[src/rtl/bar_graph_writer.sv]
// Per-row event counters that are flushed once per frame, during vertical blanking,
// into the bar-graph visualizer RAM through its tg_* write port.
module bar_graph_writer #(
  parameter int SCREEN_HEIGHT = 42,
  parameter int SCREEN_WIDTH  = 76,
  parameter int VBLANK_START  = 720
) (
  input  logic                             pixel_clk_in,
  input  logic                             rst_in,
  input  logic [10:0]                      hcount_in,
  input  logic [9:0]                       vcount_in,
  input  logic                             sample_valid_in,
  input  logic [$clog2(SCREEN_HEIGHT)-1:0] sample_bin_in,
  output logic                             sample_ready_out,
  input  logic                             clear_in,
  input  logic                             clear_on_flush_in,
  output logic                             tg_write_en,
  output logic [$clog2(SCREEN_HEIGHT)-1:0] tg_addr,
  output logic [31:0]                      tg_input,
  output logic                             flush_done_out
);
  localparam int BIN_W = $clog2(SCREEN_HEIGHT);
  localparam int CNT_W = $clog2(SCREEN_WIDTH + 1);
  localparam logic [BIN_W-1:0] LAST_ROW = BIN_W'(SCREEN_HEIGHT - 1);
  localparam logic [CNT_W-1:0] CNT_MAX  = CNT_W'(SCREEN_WIDTH);

  typedef enum logic [1:0] {IDLE, FLUSH, DONE, CLEAR} state_t;

  state_t r_state, w_state_n;

  logic [SCREEN_HEIGHT-1:0][CNT_W-1:0] w_count;

  logic             r_we, r_done, r_ready, r_cof;
  logic [BIN_W-1:0] r_addr;
  logic [31:0]      r_data;

  logic             w_we_n, w_done_n, w_cof_n;
  logic             w_wr, w_clr_all, w_accept, w_trig;
  logic [BIN_W-1:0] w_row, w_addr_n;
  logic [31:0]      w_data_n;

  assign w_accept = sample_valid_in && r_ready;
  assign w_trig   = (hcount_in == 11'd0) && (vcount_in == 10'(VBLANK_START));

  // w_row is the row registered onto the write port at this edge.
  always_comb begin
    w_state_n = r_state;
    w_cof_n   = r_cof;
    w_wr      = 1'b0;
    w_row     = '0;
    w_clr_all = 1'b0;
    w_done_n  = 1'b0;
    case (r_state)
      IDLE: begin
        if (clear_in) begin
          w_state_n = CLEAR;
        end else if (w_trig) begin
          w_state_n = FLUSH;
          w_cof_n   = clear_on_flush_in;
          w_wr      = 1'b1;
        end
      end
      FLUSH: begin
        if (r_addr == LAST_ROW) begin
          w_state_n = DONE;
          w_done_n  = 1'b1;
        end else begin
          w_wr  = 1'b1;
          w_row = r_addr + BIN_W'(1);
        end
      end
      DONE: w_state_n = IDLE;
      CLEAR: begin
        w_state_n = IDLE;
        w_clr_all = 1'b1;
      end
      default: w_state_n = IDLE;
    endcase
    w_we_n   = w_wr;
    w_addr_n = w_wr ? w_row : r_addr;
    w_data_n = w_wr ? 32'(w_count[w_row]) : r_data;
  end

  always_ff @(posedge pixel_clk_in or posedge rst_in) begin
    if (rst_in) r_state <= IDLE;
    else        r_state <= w_state_n;
  end

  always_ff @(posedge pixel_clk_in or posedge rst_in) begin
    if (rst_in) begin
      r_we    <= 1'b0;
      r_addr  <= '0;
      r_data  <= '0;
      r_done  <= 1'b0;
      r_ready <= 1'b0;
      r_cof   <= 1'b0;
    end else begin
      r_we    <= w_we_n;
      r_addr  <= w_addr_n;
      r_data  <= w_data_n;
      r_done  <= w_done_n;
      r_ready <= (w_state_n != CLEAR);
      r_cof   <= w_cof_n;
    end
  end

  // A clear-on-flush of a row that is also sampled on the same edge keeps that sample.
  for (genvar g = 0; g < SCREEN_HEIGHT; g++) begin : g_row
    logic [CNT_W-1:0] r_cnt;
    logic             w_hit, w_wclr;

    assign w_hit   = w_accept && (sample_bin_in == BIN_W'(g));
    assign w_wclr  = w_wr && w_cof_n && (w_row == BIN_W'(g));
    assign w_count[g] = r_cnt;

    always_ff @(posedge pixel_clk_in or posedge rst_in) begin
      if (rst_in)                         r_cnt <= '0;
      else if (w_clr_all)                 r_cnt <= '0;
      else if (w_wclr)                    r_cnt <= w_hit ? CNT_W'(1) : '0;
      else if (w_hit && r_cnt != CNT_MAX) r_cnt <= r_cnt + CNT_W'(1);
    end
  end

  assign tg_write_en      = r_we;
  assign tg_addr          = r_addr;
  assign tg_input         = r_data;
  assign flush_done_out   = r_done;
  assign sample_ready_out = r_ready;
endmodule
[config.mk]
export PLATFORM = sky130hd
export DESIGN_NAME = bar_graph_writer
export DESIGN_NICKNAME = d
export VERILOG_FILES = /design/src/rtl/bar_graph_writer.sv
export SDC_FILE = /design/constraint.sdc
export NUM_CORES = 1
export LEC_CHECK = 0
export BUFFER_PORTS_ARGS = -buffer_cell sky130_fd_sc_hd__buf_2
export CORE_UTILIZATION = 45
export CTS_BUF_LIST = sky130_fd_sc_hd__clkbuf_16
export DETAILED_ROUTE_END_ITERATION = 10
export GPL_ROUTABILITY_DRIVEN = 0
export PLACE_DENSITY = 0.61
export SYNTH_ARGS = -nofsm -noshare
export SYNTH_HDL_FRONTEND = slang
export SYNTH_SLANG_ARGS = --single-unit
[constraint.sdc]
create_clock -name pixel_clk_in -period 10.4 [get_ports pixel_clk_in]
set_input_delay 2.08 -clock pixel_clk_in [delete_from_list [all_inputs] [get_ports pixel_clk_in]]
set_output_delay 2.08 -clock pixel_clk_in [all_outputs]
set_load 0.02 [all_outputs]
### Word-level counts from Yosys, hierarchy flattened

Index checks and enable logic that the tools add are counted.

* word-level logic and storage cells: 585
* input bits: 32
* register bits: 313
* output and inout bits: 41

* $lt $le $gt $ge: 1
* muxes and demuxes: 186
* $add $sub $neg: 43
* reduce and logical (&&, ||, !) cells: 176
* equal/unequal tests: 130

Operators by type and width (count)
* $mux 7: 127
* $add 7x1->7 const B: 42
* $ne 7x7->1 const B: 42
* $eq 6x5->1 const B: 32
* $logic_and 1x1->1: 129
* $eq 6x6->1 const B: 21
* $reduce_bool 3->1: 42
* $eq 6x4->1 const B: 16
* $mux 1: 51
* $eq 6x3->1 const B: 8
* $bmux 7 s6: 1
* $eq 6x2->1 const B: 4
* $eq 6x1->1 const B: 2
* $logic_not 6->1: 2
* $mux 6: 2
* $logic_not 11->1: 1
* $eq 10x10->1 const B: 1
* $lt 6x7->1 const B: 1
* $add 6x1->6 const B: 1
* $mux 2: 3
* $pmux 2 s3: 1
* $eq 2x2->1 const B: 2
* $eq 2x1->1 const B: 1
* $logic_not 2->1: 1
* 3 further kinds: 3

### Depth between registers and ports, before layout

Gate-level depths: netlist of run 1.

* word-level depth: 9
* depth in mapped cells: 12
* depth with buffers taken out: 9

### Worst setup path after synthesis of run 1

OpenSTA, ideal clock, no wires.

* path type: input -> register
* from: in sample_bin_in[1]
* to: reg g_row[37].r_cnt[4]
* stages on the path: 8
* data required time: 10.277 ns
* path buffers: 1
* path slack: 6.512 ns
* arrival time: 3.765 ns
* library setup time: 0.123 ns
* cell sequence: nand2b_1 buf_2 or3b_2 nor3_1 nand2_1 nor2_1 xnor2_1 nor2_1

* longest elaborated chain between the ends: 4

Ends and longest elaborated chain
* start, declared: line 13 `input logic [$clog2(SCREEN_HEIGHT)-1:0] sample_bin_in,`
* $eq 6x6->1: line 112 `assign w_hit = w_accept && (sample_bin_in == BIN_W'(g));`
* $logic_and 1x1->1: line 112
* $logic_and 1x1->1: line 120 `else if (w_hit && r_cnt != CNT_MAX) r_cnt <= r_cnt + CNT_W'(1);`
* $reduce_bool 3->1 (no source line)
* end signal, assigned: line 119 `else if (w_wclr) r_cnt <= w_hit ? CNT_W'(1) : '0;`
* end signal, assigned: line 120
* end, declared: line 109 `logic [CNT_W-1:0] r_cnt;`

Every way passes these cells.
A chain may end at the register's enable or synchronous reset.

### Final worst setup path of run 1

* from: reg r_addr[0], in the netlist tg_addr[0]
* to: reg r_data[6], in the netlist tg_input[6]

* longest elaborated chain between the ends: 5
* elaborated cells between the ends (all ways): 8

Ends and longest elaborated chain
* start, declared: line 34 `logic [BIN_W-1:0] r_addr;`
* start signal, assigned: line 99 `r_addr <= w_addr_n;`
* $add 6x1->6 / $eq 6x6->1 (equally long branches): line 69, 64
* $mux 6: line 64 `if (r_addr == LAST_ROW) begin`
* $mux 6: line 53 `case (r_state)`
* $bmux 7 s6: line 81 `w_data_n = w_wr ? 32'(w_count[w_row]) : r_data;`
* $mux 7 (implied by the code): line 81
* end signal, assigned: line 100 `r_data <= w_data_n;`
* end, declared: line 35 `logic [31:0] r_data;`

Parallel ways exist; a longest one is shown, timed or not. The select of a mux whose other input is x is not followed.

==> results of run 1 <==
==> cell type report <==
cell class                 count  area, um2  area share
multi-input combinational   1786      11400       0.521
inverter                      90        342      0.0156
timing repair buffer          78        480      0.0219
antenna                        1       2.50    0.000114
sequential                   313       7840       0.357
clock inverter                23       96.3     0.00439
clock buffer                  41       1030      0.0468
tap                          585        732      0.0334
==> routing by layer <==
metal / track usage / wire length [um] / vias up
met5: 0 / 13 / -
met4: 0.146 / 3680 / 2
met3: 0.0662 / 6040 / 215
met2: 0.426 / 27700 / 890
met1: 0.405 / 28200 / 8713
li1: - / - / 8114
==> cell families (layout without fill, tap and decap cells) <==
group           count (synthesis)  after routing  synth area share
fa+ha+maj                      86             86            0.0539
flops                         313            313             0.392
xor+xnor                      220            220            0.0964
buf+inv                       194            232            0.0436
compound gates                375            375             0.126
other cells                     1             26          0.000188
mux                            89             89            0.0461
simple gates                  991            991             0.242
==> final timing paths <==
| check | to | slack, ns | cells past startpoint |
|---|---|---|---|
| max reg2reg | tg_input[6] | 5.94 | 10 |
| min | tg_input[6] | 0.57 | 1 |
| min reg2reg | tg_input[6] | 0.57 | 1 |
| min in group asynchronous | g_row[35].r_cnt[3] | 1.63 | 2 |
| max in group asynchronous | g_row[20].r_cnt[4] | 6.67 | 4 |
| max | tg_input[6] | 5.94 | 10 |
==> synth_stat cells, types with 8 or more instances <==
library cell,n
nor2_1,359
dfrtp_1,313
nand2_1,218
xor2_1,159
nand4_1,97
inv_1,90
ha_1,86
mux2i_1,74
a21oi_1,68
o21ai_0,68
nand3_1,63
xnor2_1,61
nor3_1,57
clkbuf_1,46
o22ai_1,44
nor4_1,35
and3_1,33
and4_1,32
buf_4,29
o21ai_1,25
a221oi_1,20
a22oi_1,20
buf_2,20
a31oi_1,19
o211ai_1,16
mux2_2,14
and2_1,13
nor2b_1,13
or3_1,13
o31ai_1,12
a211oi_1,10
nor3_2,9
o221ai_1,8
==> where the power goes <==
part | switching, uW | internal (uW)
combinational | 1190 | 404
sequential | 128 | 1280
clock | 538 | 704
total | 1850 | 2390
==> stage by stage <==
step                      total power (uW)   util  instances  instance area, um2
after floorplan                       2310      -       2293               20100
after global placement                2930  0.479       2852               20800
after detailed placement              2940  0.479       2852               20800
after CTS                             4200  0.505       2916               21900
after global routing                  4360  0.505       2916               21900
final                                 4240  0.505       2917               21900
==> flip-flops by register name (all words and copies together) (netlist names) <==
register          count
tg_write_en           1
tg_input              7
r_cof                 1
r_state               2
flush_done_out        1
g_row.r_cnt         294
tg_addr               6
sample_ready_out      1
==> reports/metrics.csv, run 1 <==
stage,metric,value,unit
timing,total negative slack,0,ns
cells_and_area,"Net count, final",2427,
synthesis,summed instance area of the synthesized netlist,0.0200,mm2
worst_setup_path,worst setup path start,tg_addr[0],
synthesis,number of storage elements in the synthesis netlist,313,
timing,transition at the pin with the smallest max-transition slack,1.06,ns
synthesis,Post-Synthesis Mean Instance Area,8.81,um2
timing,setup repair after global routing missed its margin,no,
timing,final period utilization,0.429,
cells_and_area,most frequent standard cell in the layout excluding fill and tap cells,nor2_1,
clock_tree,number of buffers inserted by hold repair at cts,0,
worst_setup_path,Most Frequent Cell on Critical Path,buf_4,
place,port bufs,47,
worst_setup_path,count of buffer and inverter cells on the critical path,2,
worst_setup_path,arrival time worst endpoint,4.96,ns
floorplan,Std-Cell Core Area,0.0435,mm2
worst_setup_path,biggest cell delay along the critical path,0.64,ns
floorplan,Die Width,213,um
synthesis,share of flip-flops with an asynchronous set or reset after synthesis,1.00,
timing,worst-case headroom to the max-slew limit,0.290,
cells_and_area,layout-stage area growth over the synthesis result,9.84,%
clock_tree,clock tree sinks,313,
clock_tree,Resized cells post-CTS,0,
detailed_routing,length of the first detailed-routing pass in iterations,6,
global_route,total congestion overflow after global routing,0,
floorplan,number of rows in the core area,76,
timing,worst hold slack across all endpoints,0.567,ns
global_route,initial antenna violation count,1,
timing,post-route minimum period,4.46,ns
power_and_ir_drop,leakage component of the power,0.00955,uW
global_route,vias in the first global route,16600,
cells_and_area,number of fillers in the final layout,4131,
synthesis,number of distinct library cells after synthesis,87,
detailed_routing,Post-Route WL,65.6,mm
synthesis,number of enable-type register cells in the synthesized netlist,0,
clock_tree,CTS Root Cell,clkbuf_16,
synthesis,Yosys warning total,0,
detailed_routing,average vias per placed instance,6.15,
detailed_routing,DRC violations left,0,
worst_setup_path,kind of start point of the critical path,register,
place,dpl hpwl,45.8,mm
synthesis,proportion of netlist area held by the largest area contributor,0.392,
worst_setup_path,"Slowest-stage cell, CP",ha_2,
power_and_ir_drop,PD cells,193,mW/mm2
synthesis,most frequently used flop master after synthesis,dfrtp_1,
detailed_routing,via count,17900,
floorplan,area enclosed by the die boundary,0.0452,mm2
floorplan,IO Pins,73,
detailed_routing,remaining antenna violation count after routing,0,
cells_and_area,"top library cells by usage in the layout, fill and taps aside","nor2_1, dfrtp_1, nand2_1, xor2_1, inv_1",
worst_setup_path,launch instance of the worst register-to-register path,tg_addr[0],
clock_tree,Clock transition at path regs,0.06,ns
clock_tree,Max Root-Sink Buffers,3,
worst_setup_path,Critical Path Sink Type,register,
worst_setup_path,Crit Path Category,register to register,
clock_tree,post-CTS setup buffers,0,
floorplan,initial core utilization,0.460,
clock_tree,clock tree from TritonCTS,done,
detailed_routing,WL/cell,22.5,um
floorplan,vertical die dimension,213,um
clock_tree,clock buffers created by TritonCTS,40,
job,total of max-cap violations,0,
global_route,overall routing resource usage,0.292,
global_route,pin count of the biggest net entering global routing,158,
place,Worst Setup Slack post-DPL,5.65,ns
power_and_ir_drop,worst IR drop on VDD,0.136,mV
synthesis,number of instances in the synthesized netlist,2269,
timing,Setup Viol. Count Final,0,
outcome,outcome,"complete, no violations",
synthesis,top cells by area in the synthesized netlist,"dfrtp_1, xor2_1, nor2_1, ha_1, nand2_1",
timing,count of endpoints failing hold in the final timing report,0,
worst_setup_path,cell-by-cell trace of the critical path,ha_2 > buf_4 > nor4bb_1 > a21boi_4 > buf_4 > a22oi_1 > a21oi_1 > o41ai_1 > o2111ai_1 > o21a_1,
timing,maximum clock rate,224,MHz
timing,worst setup slack after layout,5.94,ns
worst_setup_path,Worst Path Max Fanout,33,
timing,Final Skew,0.0150,ns
synthesis,leading area contributor after synthesis,dfrtp_1,
worst_hold_path,worst min-delay path category,register to register,
global_route,wire length of the first global-routing pass,100,mm
timing,max-slew violation count,0,
synthesis,sequential fraction of the synthesis area,0.392,
worst_hold_path,startpoint of the tightest hold check path,tg_input[6],
clock_tree,insertion delay of the later-clocked pin in the worst-skew pair,0.56,ns
worst_setup_path,Top delay family on crit path,compound AO/OA/AOI/OAI gates,
clock_tree,Max H-tree Level,2,
detailed_routing,violation count after the first detailed-route iteration,2064,
cells_and_area,proportion of layout cells with a drive suffix above 1,0.0776,
worst_setup_path,required time of the critical path,10.90,ns
Power figures use the tool's default switching activity.
==> run 2: changes to the inputs <==
ABC_AREA = 1   (was not set)
clock period = 3.85 ns   (was 10.4 ns; I/O delays follow)
==> reports/metrics.csv, run 2 <==
stage,metric,value,unit
detailed_routing,Post-Route WL,68.0,mm
clock_tree,post-CTS setup buffers,0,
timing,max-slew violation count,0,
clock_tree,Max H-tree Level,2,
clock_tree,Max Root-Sink Buffers,3,
detailed_routing,remaining antenna violation count after routing,0,
place,dpl hpwl,48.3,mm
job,total of max-cap violations,0,
clock_tree,CTS Root Cell,clkbuf_16,
global_route,vias in the first global route,20000,
synthesis,number of enable-type register cells in the synthesized netlist,0,
clock_tree,Resized cells post-CTS,0,
global_route,overall routing resource usage,0.273,
worst_setup_path,Worst Path Max Fanout,16,
synthesis,summed instance area of the synthesized netlist,0.0220,mm2
detailed_routing,via count,21300,
clock_tree,number of buffers inserted by hold repair at cts,0,
worst_setup_path,required time of the critical path,4.31,ns
cells_and_area,register bank with the most flops,g_row.r_cnt,
worst_setup_path,path depth of the worst reg2reg path,12,
cells_and_area,Post-Layout Cell Count,3885,
timing,post-route minimum period,3.35,ns
timing,count of endpoints failing hold in the final timing report,0,
power_and_ir_drop,PD cells,519,mW/mm2
clock_tree,Clock transition at path regs,0.06,ns
global_route,total congestion overflow after global routing,0,
synthesis,Yosys warning total,0,
cells_and_area,final design utilization,0.503,
synthesis,most frequently used flop master after synthesis,dfrtp_1,
synthesis,sequential fraction of the synthesis area,0.356,
synthesis,Post-Synthesis Mean Instance Area,6.81,um2
power_and_ir_drop,worst IR drop on VDD,0.423,mV
detailed_routing,length of the first detailed-routing pass in iterations,8,
floorplan,IO Pins,73,
worst_setup_path,arrival time worst endpoint,3.81,ns
clock_tree,clock tree from TritonCTS,done,
cells_and_area,ant diodes,0,
floorplan,vertical die dimension,223,um
timing,final period utilization,0.869,
synthesis,proportion of netlist area held by the largest area contributor,0.356,
global_route,initial antenna violation count,0,
timing,Final Skew,0.0228,ns
cells_and_area,most frequent standard cell in the layout excluding fill and tap cells,nand2_1,
detailed_routing,average vias per placed instance,5.49,
floorplan,area enclosed by the die boundary,0.0497,mm2
detailed_routing,violation count after the first detailed-route iteration,2037,
outcome,outcome,"complete, no violations",
global_route,pin count of the biggest net entering global routing,127,
floorplan,Die Width,223,um
worst_setup_path,Critical Path Sink Type,register,
synthesis,most numerous cell in the Yosys netlist,nand2_1,
timing,transition at the pin with the smallest max-transition slack,1.01,ns
place,port bufs,47,
synthesis,leading area contributor after synthesis,dfrtp_1,
clock_tree,clock tree sinks,313,
cells_and_area,layout-stage area growth over the synthesis result,9.77,%
cells_and_area,number of fillers in the final layout,4747,
synthesis,number of storage elements in the synthesis netlist,313,
worst_setup_path,kind of start point of the critical path,register,
cells_and_area,max reg flops,294,
synthesis,number of distinct library cells after synthesis,37,
power_and_ir_drop,PnR Total Power,12500,uW
synthesis,number of instances in the synthesized netlist,3226,
floorplan,initial core utilization,0.458,
worst_hold_path,worst min-delay path category,input port to asynchronous set/reset pin,
synthesis,share of flip-flops with an asynchronous set or reset after synthesis,1.00,
timing,worst setup slack after layout,0.503,ns
detailed_routing,WL/cell,17.5,um
timing,setup repair after global routing missed its margin,no,
timing,worst-case headroom to the max-slew limit,0.325,
detailed_routing,DRC violations left,0,
power_and_ir_drop,leakage component of the power,0.0121,uW
worst_setup_path,register-to-register path setup slack,0.50,ns
clock_tree,insertion delay of the later-clocked pin in the worst-skew pair,0.57,ns
global_route,wire length of the first global-routing pass,109,mm
cells_and_area,proportion of layout cells with a drive suffix above 1,0.0560,
timing,Setup Viol. Count Final,0,
timing,maximum clock rate,299,MHz
cells_and_area,"Net count, final",3358,
clock_tree,clock buffers created by TritonCTS,39,
floorplan,number of rows in the core area,80,
cells_and_area,"top library cells by usage in the layout, fill and taps aside","nand2_1, nor2_1, inv_1, dfrtp_1, nand4_1",
place,Inst Count DP,3814,
synthesis,top cells by area in the synthesized netlist,"dfrtp_1, nand2_1, nand4_1, nor2_1, inv_1",
synthesis,Post-synth top cells,"nand2_1, nor2_1, inv_1, dfrtp_1, nand4_1",
floorplan,Std-Cell Core Area,0.0479,mm2
worst_setup_path,Crit Path Category,register to register,
place,Worst Setup Slack post-DPL,0.645,ns
run 2: cell count changes after synthesis, sizes merged, moves of 39 or more:
cell / change
inv: +270
xnor2: -39
nor3b: +60
o22ai: -43
nand2: +847
nand3: +120
nand4: +130
mux2i: -74
run 2: final timing paths:
check	start	to
min in group pixel_clk_in	clear_in	sample_ready_out
max in group asynchronous	rst_in	g_row[24].r_cnt[2]
setup / recovery	tg_addr[0]	g_row[3].r_cnt[4]
hold reg to reg	g_row[17].r_cnt[6]	g_row[17].r_cnt[6]
setup reg to reg	tg_addr[0]	g_row[3].r_cnt[4]
hold / removal	rst_in	g_row[39].r_cnt[2]
run 2: report_power, final:
part | switching (uW) | leakage [uW] | internal, uW
logic | 3710 | 0.00715 | 1180
registers | 282 | 0.00431 | 3540
clock network | 1550 | 0.000645 | 2260
run 2: per-stage QoR:
step	TNS (ns)	hold slack (ns)	area (um2)
final	0	0.421	24100
after global routing	0	0.471	24100
after CTS	0	0.431	24100
after detailed placement	0	0.538	22800
after global placement	0	0.527	22800
after floorplan	-340.82	0.505	22100
run 2: layer usage:
layer / track usage / vias up / routed length [um]
li1: - / 10400 / -
met1: 0.382 / 10000 / 30300
met2: 0.427 / 807 / 30000
met3: 0.0420 / 139 / 5280
met4: 0.0999 / 0 / 2390
met5: 0 / - / 0
run 2: worst max-delay path: stages, from the launching register on:
cell,delay [ns]
dfrtp_1,0.47
ha_1,0.24
nand2_1,0.08
nor2_2,0.07
nand2_4,0.24
nand2_4,0.14
nor2_2,0.18
inv_1,0.09
nand2_1,0.49
inv_1,0.43
nand4_1,0.30
nand2_1,0.19
nor3b_1,0.30
run 2: final cells by class:
type | instances | area (um2) | share of cell area
Sequential cell | 313 | 7830 | 0.325
Clock buffer | 41 | 1030 | 0.0425
Multi-Input combinational cell | 2442 | 12300 | 0.508
Tap cell | 615 | 769 | 0.0319
Timing Repair Buffer | 83 | 606 | 0.0251
Clock inverter | 30 | 269 | 0.0111
Inverter | 361 | 1360 | 0.0564
run 2: cells by family after synthesis:
group	after synthesis	synth area share
buffers and inverters	495	0.0907
other	1	0.000171
DFF	313	0.356
AOI/OAI and AO/OA	145	0.0345
xor gates and xnor gates	148	0.0590
and+or+nand+nor	2038	0.410
adders and majority gates	86	0.0489
==> run 3: changes to the inputs <==
--- a/config.mk
+++ b/config.mk
@@ -7,3 +7,2 @@
 export LEC_CHECK = 0
-export ABC_AREA = 1
 export BUFFER_PORTS_ARGS = -buffer_cell sky130_fd_sc_hd__buf_2
==> constraint.sdc (replaced) <==
create_clock -name pixel_clk_in -period 3.85 [get_ports pixel_clk_in]
set_input_delay 0.385 -clock pixel_clk_in [delete_from_list [all_inputs] [get_ports pixel_clk_in]]
set_output_delay 0.385 -clock pixel_clk_in [all_outputs]
set_load 0.02 [all_outputs]
==> reports/metrics.csv, run 3 (same netlist as run 1, synthesis figures left out) <==
stage,metric,value,unit
outcome,outcome,"complete, no violations",
worst_setup_path,cell-by-cell trace of the critical path,ha_2 > nor4bb_1 > a21boi_4 > buf_4 > a22oi_1 > a21oi_1 > a2111oi_0 > o2111ai_1 > o21a_1,
floorplan,area enclosed by the die boundary,0.0452,mm2
worst_setup_path,biggest cell delay along the critical path,0.67,ns
cells_and_area,proportion of layout cells with a drive suffix above 1,0.0886,
detailed_routing,length of the first detailed-routing pass in iterations,9,
worst_setup_path,required time of the critical path,4.35,ns
detailed_routing,WL/cell,22.4,um
clock_tree,clock tree sinks,313,
clock_tree,clock buffers created by TritonCTS,39,
clock_tree,CTS Root Cell,clkbuf_16,
cells_and_area,post-layout instance area,0.0223,mm2
clock_tree,post-CTS setup buffers,0,
timing,maximum clock rate,281,MHz
floorplan,initial core utilization,0.460,
worst_setup_path,Top delay family on crit path,compound AO/OA/AOI/OAI gates,
global_route,pin count of the biggest net entering global routing,153,
clock_tree,insertion delay of the later-clocked pin in the worst-skew pair,0.57,ns
place,dpl hpwl,47.7,mm
floorplan,Std-Cell Core Area,0.0435,mm2
place,port bufs,47,
power_and_ir_drop,PD cells,529,mW/mm2
global_route,initial antenna violation count,1,
timing,max-slew violation count,0,
global_route,total congestion overflow after global routing,0,
worst_hold_path,worst min-delay path category,input port to asynchronous set/reset pin,
power_and_ir_drop,leakage component of the power,0.00971,uW
power_and_ir_drop,worst IR drop on VDD,0.361,mV
timing,setup repair after global routing missed its margin,no,
cells_and_area,final design utilization,0.513,
global_route,overall routing resource usage,0.298,
floorplan,number of rows in the core area,76,
cells_and_area,most frequent standard cell in the layout excluding fill and tap cells,nor2_1,
clock_tree,Max Root-Sink Buffers,3,
cells_and_area,"top library cells by usage in the layout, fill and taps aside","nor2_1, dfrtp_1, nand2_1, xor2_1, nand4_1",
place,"Cell Area, Placed",0.0210,mm2
global_route,wire length of the first global-routing pass,103,mm
floorplan,Die Width,213,um
timing,count of endpoints failing hold in the final timing report,0,
timing,Final Skew,0.0112,ns
timing,Setup Viol. Count Final,0,
detailed_routing,violation count after the first detailed-route iteration,1901,
floorplan,IO Pins,73,
global_route,vias in the first global route,17200,
timing,worst-case headroom to the max-slew limit,0.0920,
clock_tree,Max H-tree Level,2,
worst_setup_path,Crit Path Category,register to register,
clock_tree,number of buffers inserted by hold repair at cts,0,
cells_and_area,max reg flops,294,
detailed_routing,remaining antenna violation count after routing,0,
worst_setup_path,Critical Path Sink Type,register,
worst_setup_path,kind of start point of the critical path,register,
worst_setup_path,count of buffer and inverter cells on the critical path,1,
clock_tree,Resized cells post-CTS,0,
job,total of max-cap violations,0,
cells_and_area,ant diodes,0,
clock_tree,clock tree from TritonCTS,done,
cells_and_area,layout-stage area growth over the synthesis result,11.5,%
worst_setup_path,arrival time worst endpoint,4.07,ns
timing,transition at the pin with the smallest max-transition slack,1.35,ns
worst_setup_path,register-to-register path setup slack,0.29,ns
detailed_routing,via count,17900,
timing,final period utilization,0.926,
worst_setup_path,"Slowest-stage cell, CP",a21boi_4,
cells_and_area,register bank with the most flops,g_row.r_cnt,
detailed_routing,DRC violations left,0,
floorplan,vertical die dimension,213,um
worst_setup_path,Worst Path Max Fanout,19,
cells_and_area,"Net count, final",2446,
clock_tree,Clock transition at path regs,0.06,ns
detailed_routing,Post-Route WL,65.8,mm
detailed_routing,average vias per placed instance,6.09,
timing,post-route minimum period,3.56,ns
run 3: changes by cell type in the layout (fill, tap and decap cells not counted), moves of 61 or more:
cell and change:
nand2_1 -842, inv_1 -258, nand4_1 -130, nand3_1 -117, mux2i_1 +74, nor3b_1 -61
run 3: path summary, 6_finish.rpt:
| kind | startpoint | end | cells past startpoint |
|---|---|---|---|
| setup / recovery | tg_addr[0] | tg_input[6] | 9 |
| hold / removal | rst_in | g_row[33].r_cnt[6] | 3 |
| setup reg to reg | tg_addr[0] | tg_input[6] | 9 |
| hold reg to reg | g_row[35].r_cnt[6] | g_row[35].r_cnt[6] | 2 |
| max in group asynchronous | rst_in | g_row[23].r_cnt[5] | 3 |
| min in group pixel_clk_in | clear_in | r_state[0] | 3 |
run 3: metal layers:
| layer | track usage | vias up | wire length (um) |
|---|---|---|---|
| met2 | 0.442 | 826 | 28500 |
| met4 | 0.161 | 2 | 3500 |
| li1 | - | 8167 | - |
| met3 | 0.0528 | 198 | 5990 |
| met1 | 0.412 | 8718 | 27800 |
| met5 | 0 | - | 10 |
run 3: layout make-up:
cell class	count	area (um2)
Sequential cell	313	7840
Inverter	90	342
Clock inverter	30	260
Clock buffer	41	1030
Multi-Input combinational cell	1786	11400
Fill cell	4125	21200
Timing Repair Buffer	98	668
Tap cell	585	732
run 3: worst reg2reg max path, stage by stage, from the launching register on:
cell	delay, ns
dfrtp_4	0.57
ha_2	0.43
nor4bb_1	0.40
a21boi_4	0.67
buf_4	0.37
a22oi_1	0.14
a21oi_1	0.28
a2111oi_0	0.16
o2111ai_1	0.30
o21a_1	0.17
run 3: per-stage QoR:
| stage | hold slack, ns | cells | setup WS, ns | TNS [ns] | power [uW] |
|---|---|---|---|---|---|
| global route | 0.107 | 2943 | 0.178 | 0 | 12200 |
| floorplan | 0.468 | 2293 | -0.704 | -220.32 | 6250 |
| finish | 0.0304 | 2943 | 0.286 | 0 | 11800 |
| detailed placement | 0.558 | 2872 | 0.436 | 0 | 7920 |
| global placement | 0.548 | 2872 | 0.483 | 0 | 7880 |
| CTS | 0.0603 | 2943 | 0.388 | 0 | 11700 |
run 3: power breakdown:
part / total, uW / internal (uW) / switching, uW
Sequential: 3780 / 3460 / 320
Combinational: 4280 / 1170 / 3100
Clock: 3740 / 2250 / 1480
Total: 11800 / 6880 / 4910
